==> src/rtl/sd_cmd_pkg.sv <==
// Shared SD CMD-line constants, state encoding and the CRC7 step function.
// The serial-to-parallel receiver and the receive-side CRC checker use this package too.
package sd_cmd_pkg;

  localparam int CMD_INDEX_W = 6;
  localparam int CMD_ARG_W   = 32;
  localparam int CMD_CRC_W   = 7;
  localparam int CMD_FRAME_W = 1 + 1 + CMD_INDEX_W + CMD_ARG_W + CMD_CRC_W + 1;

  localparam logic START_BIT = 1'b0;
  localparam logic TX_BIT    = 1'b1;
  localparam logic END_BIT   = 1'b1;

  // x^7 + x^3 + 1
  localparam logic [CMD_CRC_W-1:0] CMD_CRC_POLY = 7'h09;

  typedef enum logic [2:0] {
    IDLE,
    PAYLOAD,
    CRC,
    END,
    DONE
  } cmd_state_e;

  // One serial CRC7 step for input bit b.
  function automatic logic [CMD_CRC_W-1:0] crc7_step(input logic [CMD_CRC_W-1:0] crc,
                                                     input logic                 b,
                                                     input logic [CMD_CRC_W-1:0] poly);
    logic fb;
    fb = b ^ crc[CMD_CRC_W-1];
    return {crc[CMD_CRC_W-2:0], 1'b0} ^ (fb ? poly : '0);
  endfunction

endpackage

==> src/rtl/cmd_paralelo_serial_if.sv <==
// Command-layer <-> CMD transmitter bundle: request, captured fields and line outputs.
interface cmd_paralelo_serial_if #(
  parameter int INDEX_W = 6,
  parameter int ARG_W   = 32
);
  logic               start;
  logic [INDEX_W-1:0] cmd_index;
  logic [ARG_W-1:0]   argument;
  logic               serial;
  logic               cmd_oe;
  logic               busy;
  logic               done;

  modport master (
    output start, cmd_index, argument,
    input  serial, cmd_oe, busy, done
  );

  modport slave (
    input  start, cmd_index, argument,
    output serial, cmd_oe, busy, done
  );
endinterface

==> src/rtl/cmd_crc7.sv <==
// Serial CRC7 register. enable feeds one data bit; shift streams the remainder out MSB-first
// with feedback frozen. clear zeroes the register and may coincide with enable, so the first
// bit of a frame is folded in on the same edge the register is cleared.
module cmd_crc7
  import sd_cmd_pkg::*;
#(
  parameter logic [CMD_CRC_W-1:0] POLY = CMD_CRC_POLY
) (
  input  logic sd_clock,
  input  logic reset,
  input  logic clear,
  input  logic enable,
  input  logic shift,
  input  logic data_in,
  output logic crc_msb
);

  logic [CMD_CRC_W-1:0] crc_q;
  logic [CMD_CRC_W-1:0] base;

  // Starting point for this edge: zero when clearing, else the held remainder.
  always_comb base = clear ? '0 : crc_q;

  // Feed, shift out, or hold the remainder.
  always_ff @(posedge sd_clock or negedge reset) begin
    if (!reset) begin
      crc_q <= '0;
    end else if (enable) begin
      crc_q <= crc7_step(base, data_in, POLY);
    end else if (shift) begin
      crc_q <= {base[CMD_CRC_W-2:0], 1'b0};
    end else begin
      crc_q <= base;
    end
  end

  assign crc_msb = crc_q[CMD_CRC_W-1];

endmodule

==> src/rtl/cmd_paralelo_serial.sv <==
// SD host CMD-line transmitter: builds start/tx/index/argument/CRC7/end and shifts it out MSB-first.
//
// state   | meaning
// IDLE    | line released, waiting for start
// PAYLOAD | start bit, tx bit, index, argument on the line
// CRC     | 7 CRC bits on the line
// END     | end bit on the line
// DONE    | line released, done pulse
//
// Every output is a flop. Each cycle the output logic computes what the line carries in the
// NEXT cycle, so on the acceptance edge the start bit is already loaded into serial, and each
// bit is folded into the CRC on the same edge it is put on the line.
module cmd_paralelo_serial
  import sd_cmd_pkg::*;
#(
  parameter int                   INDEX_W  = CMD_INDEX_W,
  parameter int                   ARG_W    = CMD_ARG_W,
  parameter logic [CMD_CRC_W-1:0] CRC_POLY = CMD_CRC_POLY
) (
  input logic                  sd_clock,
  input logic                  reset,
  cmd_paralelo_serial_if.slave bus
);

  localparam int PAYLOAD_BITS = 2 + INDEX_W + ARG_W;
  localparam int LONGEST      = (PAYLOAD_BITS > CMD_CRC_W) ? PAYLOAD_BITS : CMD_CRC_W;
  localparam int CNT_W        = $clog2(LONGEST);
  localparam logic [CNT_W-1:0] PAYLOAD_LAST = CNT_W'(PAYLOAD_BITS - 1);
  localparam logic [CNT_W-1:0] CRC_LAST     = CNT_W'(CMD_CRC_W - 1);

  cmd_state_e              state, state_next;
  logic [CNT_W-1:0]        cnt;
  logic [PAYLOAD_BITS-1:0] shreg, payload_in;
  logic                    last;
  logic                    serial_q, cmd_oe_q, busy_q, done_q;
  logic                    serial_d, cmd_oe_d, busy_d, done_d;
  logic                    crc_clear, crc_en, crc_shift, crc_bit, crc_msb;

  assign payload_in = {START_BIT, TX_BIT, bus.cmd_index, bus.argument};

  // Final bit of the current segment is on the line.
  always_comb last = ((state == PAYLOAD) && (cnt == PAYLOAD_LAST)) ||
                     ((state == CRC)     && (cnt == CRC_LAST));

  // State register.
  always_ff @(posedge sd_clock or negedge reset) begin
    if (!reset) state <= IDLE;
    else        state <= state_next;
  end

  // Next-state decode; start outside IDLE is dropped, not queued.
  always_comb begin
    state_next = state;
    case (state)
      IDLE:    if (bus.start) state_next = PAYLOAD;
      PAYLOAD: if (last)      state_next = CRC;
      CRC:     if (last)      state_next = END;
      END:                    state_next = DONE;
      DONE:                   state_next = IDLE;
      default:                state_next = IDLE;
    endcase
  end

  // Next-cycle line values and CRC controls.
  always_comb begin
    serial_d  = 1'b1;
    cmd_oe_d  = 1'b0;
    busy_d    = 1'b0;
    done_d    = 1'b0;
    crc_clear = 1'b0;
    crc_en    = 1'b0;
    crc_shift = 1'b0;
    crc_bit   = 1'b0;
    case (state)
      IDLE: begin
        if (bus.start) begin
          serial_d  = payload_in[PAYLOAD_BITS-1];
          cmd_oe_d  = 1'b1;
          busy_d    = 1'b1;
          crc_clear = 1'b1;
          crc_en    = 1'b1;
          crc_bit   = payload_in[PAYLOAD_BITS-1];
        end
      end
      PAYLOAD: begin
        cmd_oe_d = 1'b1;
        busy_d   = 1'b1;
        if (last) begin
          serial_d  = crc_msb;
          crc_shift = 1'b1;
        end else begin
          serial_d = shreg[PAYLOAD_BITS-2];
          crc_en   = 1'b1;
          crc_bit  = shreg[PAYLOAD_BITS-2];
        end
      end
      CRC: begin
        cmd_oe_d = 1'b1;
        busy_d   = 1'b1;
        if (last) begin
          serial_d = END_BIT;
        end else begin
          serial_d  = crc_msb;
          crc_shift = 1'b1;
        end
      end
      END: begin
        busy_d = 1'b1;
        done_d = 1'b1;
      end
      default: ;
    endcase
  end

  // Payload shifter and per-segment bit counter (cleared on every state change).
  always_ff @(posedge sd_clock or negedge reset) begin
    if (!reset) begin
      shreg <= '0;
      cnt   <= '0;
    end else begin
      if ((state == IDLE) && bus.start) shreg <= payload_in;
      else if (state == PAYLOAD)        shreg <= {shreg[PAYLOAD_BITS-2:0], 1'b0};
      if ((state_next != state) || ((state != PAYLOAD) && (state != CRC))) cnt <= '0;
      else                                                                cnt <= cnt + 1'b1;
    end
  end

  // Registered line outputs.
  always_ff @(posedge sd_clock or negedge reset) begin
    if (!reset) begin
      serial_q <= 1'b1;
      cmd_oe_q <= 1'b0;
      busy_q   <= 1'b0;
      done_q   <= 1'b0;
    end else begin
      serial_q <= serial_d;
      cmd_oe_q <= cmd_oe_d;
      busy_q   <= busy_d;
      done_q   <= done_d;
    end
  end

  cmd_crc7 #(.POLY(CRC_POLY)) u_crc (
    .sd_clock (sd_clock),
    .reset    (reset),
    .clear    (crc_clear),
    .enable   (crc_en),
    .shift    (crc_shift),
    .data_in  (crc_bit),
    .crc_msb  (crc_msb)
  );

  assign bus.serial = serial_q;
  assign bus.cmd_oe = cmd_oe_q;
  assign bus.busy   = busy_q;
  assign bus.done   = done_q;

endmodule

==> src/flat_wrapper.sv <==
// flat-port wrapper written by rule: the top's interface ports become plain ports
module cmd_paralelo_serial_flat import sd_cmd_pkg::*;
#(
  parameter int                   INDEX_W  = CMD_INDEX_W,
  parameter int                   ARG_W    = CMD_ARG_W,
  parameter logic [CMD_CRC_W-1:0] CRC_POLY = CMD_CRC_POLY
)
  (sd_clock, reset, bus_start, bus_cmd_index, bus_argument, bus_serial, bus_cmd_oe, bus_busy, bus_done);
  cmd_paralelo_serial_if #(.INDEX_W(INDEX_W), .ARG_W(ARG_W)) bus_i ();
  input logic sd_clock;
  input logic reset;
  input wire logic [$bits(bus_i.start)-1:0] bus_start;
  input wire logic [$bits(bus_i.cmd_index)-1:0] bus_cmd_index;
  input wire logic [$bits(bus_i.argument)-1:0] bus_argument;
  output wire logic [$bits(bus_i.serial)-1:0] bus_serial;
  output wire logic [$bits(bus_i.cmd_oe)-1:0] bus_cmd_oe;
  output wire logic [$bits(bus_i.busy)-1:0] bus_busy;
  output wire logic [$bits(bus_i.done)-1:0] bus_done;
  assign bus_i.start = bus_start;
  assign bus_i.cmd_index = bus_cmd_index;
  assign bus_i.argument = bus_argument;
  assign bus_serial = bus_i.serial;
  assign bus_cmd_oe = bus_i.cmd_oe;
  assign bus_busy = bus_i.busy;
  assign bus_done = bus_i.done;
  cmd_paralelo_serial #(.INDEX_W(INDEX_W), .ARG_W(ARG_W), .CRC_POLY(CRC_POLY)) u_core (.sd_clock(sd_clock), .reset(reset), .bus(bus_i));
endmodule
==> config.mk <==
export PLATFORM = sky130hd
export DESIGN_NAME = cmd_paralelo_serial_flat
export DESIGN_NICKNAME = d
export VERILOG_FILES = /design/src/rtl/sd_cmd_pkg.sv /design/src/rtl/cmd_paralelo_serial_if.sv /design/src/rtl/cmd_crc7.sv /design/src/rtl/cmd_paralelo_serial.sv /design/src/flat_wrapper.sv
export SDC_FILE = /design/constraint.sdc
export NUM_CORES = 1
export LEC_CHECK = 0
export BUFFER_PORTS_ARGS = -buffer_cell sky130_fd_sc_hd__buf_2
export CAP_MARGIN = 10
export CORE_MARGIN = 1.5
export CORE_UTILIZATION = 59
export DETAILED_ROUTE_END_ITERATION = 6
export PLACE_DENSITY = 0.83
export SKIP_LAST_GASP = 1
export SYNTH_ARGS = -nofsm -noshare
export SYNTH_HDL_FRONTEND = slang
export SYNTH_SLANG_ARGS = --single-unit
==> constraint.sdc <==
create_clock -name sd_clock -period 4.2 [get_ports sd_clock]
set_clock_uncertainty 0.15 [all_clocks]
set_input_delay 0.21 -clock sd_clock [delete_from_list [all_inputs] [get_ports sd_clock]]
set_output_delay 0.21 -clock sd_clock [all_outputs]
set_load 0.01 [all_outputs]
# Yosys cells after proc, flatten, opt, wreduce, memory -nomap -nowiden
# Cells that the tools add are included.
# W data, S select, Z words.
# word_totals
ff_bits,59
input_bits,41
out_inout_bits,4
# classes
addsub,1
eq_ne,8
muxes,26
bitwise,2
reduce_logical,10
# ops
operator,n
$mux W39,2
$mux W7,3
$pmux W3 S4,1
$mux W1,10
$mux W3,3
$pmux W1 S2,4
$xor A7 B4 Y7,1
$add A6 B1 Y6 const B,1
$eq A3 B2 Y1 const B,2
$eq A6 B3 Y1 const B,1
$eq A6 B6 Y1 const B,1
$mux W6,1
$logic_and A1 B1 Y1,4
$mux W4,1
$eq A3 B1 Y1 const B,1
$logic_not A3 Y1,1
$ne A3 B1 Y1 const B,1
$ne A3 B2 Y1 const B,1
$ne A3 B3 Y1,1
$pmux W1 S3,1
$reduce_or A3 Y1,1
$logic_or A1 B1 Y1,2
$reduce_bool A2 Y1,1
$reduce_or A2 Y1,1
$xor A1 B1 Y1,1

# Longest topological paths before layout
# depth
depth_word,9
mapped_depth,6
mapped_depth_nobuf,6

# By module
# Synthesis repeated with hierarchy kept, for this count alone.
# hier_totals
cells_unflattened,260
hier_area_um2,2728.9
# by_module_without_submodules
mod,instances,cells_per_inst,area_per_inst_um2,seq_area_each_um2
cmd_paralelo_serial,1,226,2412.3,1302.5
cmd_crc7,1,34,316.6,175.2

# Worst setup path after synthesis
# No wires, ideal clock.
# synth_timing
kind,flip-flop to flip-flop
start,register u_core.cnt[3]
end,register u_core.u_crc.crc_q[3]
arrival_time_ps,1710
t_required_ps,3912
slack_ps,2202
stages_incl_launch_ff,6
period_less_slack_ps,1998
path_cell_list,dfrtp_1 > or3b_1 > buf_2 > or4_4 > a311oi_2 > a211oi_1
# synth_via
elab_chain_len,9
word_cells_on_any_way,16
cone_classes,2 x eq/ne; 9 x mux; 2 x bitwise; 3 x reduce/logical
# synth_lines
item,line,source
start: declaration,cmd_paralelo_serial.sv:32,logic [CNT_W-1:0] cnt;
start signal: assignment,cmd_paralelo_serial.sv:124,else cnt <= cnt + 1'b1;
$eq A6 B6 Y1 / $eq A6 B3 Y1 (equally long branches),"cmd_paralelo_serial.sv:42, cmd_paralelo_serial.sv:43",
$logic_and A1 B1 Y1 (on tied branches),"cmd_paralelo_serial.sv:42, cmd_paralelo_serial.sv:43",
$logic_or A1 B1 Y1 *,cmd_paralelo_serial.sv:42,always_comb last = ((state == PAYLOAD) && (cnt == PAYLOAD_LAST)) ||
$mux W1,cmd_paralelo_serial.sv:88,if (last) begin
$mux W1,--,
$xor A1 B1 Y1,sd_cmd_pkg.sv:30,fb = b ^ crc[CMD_CRC_W-1];
$mux W4,sd_cmd_pkg.sv:31,"return {crc[CMD_CRC_W-2:0], 1'b0} ^ (fb ? poly : '0);"
$xor A7 B4 Y7,sd_cmd_pkg.sv:31,
$mux W7 *,cmd_crc7.sv:28,end else if (enable) begin
end signal: assignment,cmd_crc7.sv:29,"crc_q <= crc7_step(base, data_in, POLY);"
end signal: assignment,cmd_crc7.sv:31,"crc_q <= {base[CMD_CRC_W-2:0], 1'b0};"
end signal: assignment,cmd_crc7.sv:33,crc_q <= base;
end: declaration,cmd_crc7.sv:18,logic [CMD_CRC_W-1:0] crc_q;
# Mark *: on every way between the ends. The rest lies on a longest branch, timed or not.
# A chain may end at the register's enable or synchronous reset.

# Worst setup path in the final report
# layout_timing
start,register u_core.state[1]
end,register u_core.shreg[17]
# layout_via
elab_chain_len,3
word_cells_on_any_way,5
cone_classes,1 x eq/ne; 1 x mux; 3 x reduce/logical
# layout_lines
item,line,source
start: declaration,cmd_paralelo_serial.sv:31,"cmd_state_e state, state_next;"
start signal: assignment,cmd_paralelo_serial.sv:48,else state <= state_next;
$logic_not A3 Y1,cmd_paralelo_serial.sv:121,if ((state == IDLE) && bus.start) shreg <= payload_in;
$logic_and A1 B1 Y1,cmd_paralelo_serial.sv:121,
$mux W39 / $reduce_bool A2 Y1 (equally long branches),--,
end signal: assignment,cmd_paralelo_serial.sv:121,
end signal: assignment,cmd_paralelo_serial.sv:122,"else if (state == PAYLOAD) shreg <= {shreg[PAYLOAD_BITS-2:0], 1'b0};"
end: declaration,cmd_paralelo_serial.sv:33,"logic [PAYLOAD_BITS-1:0] shreg, payload_in;"
# Parallel ways exist; a longest one is shown, timed or not.

==> results.md <==
* N_diodes at 0
* Critical path arrival at 2200 ps
* Setup Buffers After CTS at 0
* Int Pwr at 1.31 mW
* Final period util at 51.3%
* Critical Path Source: u_core.state[1]
* Placeable Area at 0.00409 mm2
* Avg Cell Area, Syn at 10.1 um2
* Seq/Total Area, Yosys at 57.4%
* FFs w/ async S/R, synth at 100%
* EDFF count, synth at 0
* Max_cap viols at 0
* Crit-path max FO at 42
* CP Class: register to register
* Mapped Nets at 298
* Initial DRC Count at 230
* Worst-margin pin slew at 728 ps
* Area leader, netlist: dfrtp_1
* Core Util, Final at 83.7%
* Clk network pwr share at 25.5%
* Largest net degree at the start of global routing at 60
* Slowest CP cell: dfrtp_1
* Top-count cell post-synth: nand2_1
* Die area at 0.00477 mm2
* Maximum VDD drop at 0.384 mV
* Area contributors post-synth: dfrtp_1, nand2_1, a22oi_1
* Setup crit start kind: register
* Hold_buf cts at 39
* Mapped Cells at 255
* Share of post-route cells with drive strength above 1 at 20.1%
* Wire length per cell at 15.1 um
* Worst slack at placement at 2090 ps
* Drt first pass iters at 6
* CP bufs+invs at 2
* WP data required at 4240 ps
* Max_slew headroom at 51.5%
* Total gr overflow at 0
* Yosys top cell area share at 56.4%
* Tmin final at 2150 ps
* Yosys warns at 0
* Comb power frac at 24.5%
* Reg-to-reg critical path startpoint: u_core.state[1]
* Slew Limit Fails at 0
* Hold_sp: bus_start
* Via count at 2222
* Fin cells at 393
* Vias in the first global route at 2149
* Sequential power share at 50.0%
* DP Cell Count at 338
* Io pins at 45
* HPWL Detailed at 3170 um
* Sink Count at 59
* Crit path setup slack, layout at 2050 ps
* Power density over the cells at 557 mW/mm2
* Setup TNS at 0 ps
* H-Tree Depth at 3
* Fmax at 464 MHz
* CTS tree: built
* Nets@finish at 381
* Final setup vio count at 0
* Minimum hold slack at 83.7 ps
* Final hold violation count at 0
* Post-route ant nets at 0
* Area Growth Syn to Fin at 33.0%
* Chip height at 69.0 um
* Routed wire length at 5920 um
* Synth top cells by count: nand2_1, dfrtp_1, a22oi_1
* Sw frac at 31.0%
* IO Port Bufs at 44
* Worst-path cell chain: nor4b_4 -> buf_4 -> nor2_2 -> buf_4 -> nand2_1 -> nand2_1
* CTS Buf Count at 9
* # fillers at 226
* CTS clock-pin slew for the worst setup and hold paths at 70 ps
* Post-CTS Resized at 0
* Clock Path Buffers at 2
* Cell Area, Synth at 0.00257 mm2
* CP top delay family: buffers and inverters
* DRC viols at 0
* Top FF cell, synth: dfrtp_1
* Clk root buf: clkbuf_8
* Final Total Pwr at 1.90 mW
* First-pass GRT wire length at 9760 um
* Unrepaired setup endpoints after global routing: false
* Dpl cell area at 0.00284 mm2
* Clk Latency, worst-skew pair at 320 ps
* Via density per instance at 5.65
* Starting Density at 63.0%
* Status: finished, final reports clean
* Die W at 69.0 um
* Worst setup EP type: register
* Slowest stage delay, CP at 530 ps
* Flops & latches, synth at 59
* GRT Total Usage at 25.7%
* Psw at 0.590 mW
* Multi-input logic area at 0.00104 mm2
* GP Congestion at 0.881
* Initial antenna violation count at 0
* Rows at 23
* Synth cell types at 36
* Leakage at 1.68 nW
* Worst hold path class: input pin to register
* Final Cell Area at 0.00342 mm2
* FF+latch area at 0.00148 mm2
==> logic make-up after synthesis <==
logic type | Yosys count | share of synthesized area (%)
simple gates | 108 | 17.8
compound gates | 59 | 17.8
flops | 59 | 57.4
buf+inv | 18 | 2.87
xor+xnor | 7 | 2.38
mux | 2 | 0.778
fa+ha+maj | 2 | 0.973
==> cell type report <==
cell class                 count  area share, %
multi-input combinational    178           30.3
clock buffer                  15           5.45
sequential                    59           43.2
inverter                       3          0.329
timing repair buffer          87           18.7
tap                           50           1.83
clock inverter                 1          0.146
==> tightest hold or removal path: cells and delay by family <==
kind                   cells  cell delay, ps
buffers and inverters      1             120
AND/OR/NAND/NOR            2             170
==> final timing paths <==
| path | end | slack [ps] | cells after the start |
|---|---|---|---|
| setup / recovery | u_core.shreg[17] | 2050 | 6 |
| setup reg to reg | u_core.shreg[17] | 2050 | 6 |
| min in group asynchronous | u_core.shreg[34] | 400 | 3 |
| hold / removal | u_core.bus.busy | 80 | 3 |
| hold reg to reg | u_core.shreg[1] | 330 | 2 |
| max in group asynchronous | u_core.shreg[30] | 3010 | 3 |
==> layer usage <==
| metal | up-vias | share of wire [%] | track usage, % |
|---|---|---|---|
| met4 | 0 | 2.3 | 12.0 |
| li1 | 1049 | - | - |
| met5 | - | 0 | 0 |
| met1 | 1068 | 43 | 34.5 |
| met2 | 90 | 49 | 40.5 |
| met3 | 15 | 5.3 | 5.26 |
==> sequential cells by signal (all words and copies together), names as in the netlist <==
register / cells
u_core.state: 3
u_core.bus.done: 1
u_core.u_crc.crc_q: 7
u_core.bus.serial: 1
u_core.shreg: 39
u_core.bus.busy: 1
u_core.cnt: 6
u_core.bus.cmd_oe: 1
==> power by group through the flow <==
stage,Sequential [mW],Combinational [mW],Clock (mW)
2_1_floorplan,0.905,0.335,0
3_3_place_gp,0.934,0.404,0
3_5_place_dp,0.942,0.427,0
4_1_cts,0.937,0.457,0.491
5_1_grt,0.972,0.523,0.516
6_report,0.952,0.466,0.486
==> cell usage in the layout (no fill, tap or decap), types with 2 or more instances in the layout <==
cell and n:
o21a_1 3, nand3_1 2, a21o_1 2, mux2i_1 2, nand2_1 83, xnor2_1 4
a22o_1 6, o21ai_1 3, dfrtp_1 58, nor2b_1 2, nor3_1 2, a22oi_1 36
dlygate4sd3_1 39, clkbuf_8 13, buf_2 44, ha_1 2, buf_4 4, nor2_1 10
inv_1 3, xor2_1 3, clkbuf_1 2
(Power assumes the default switching activity.)
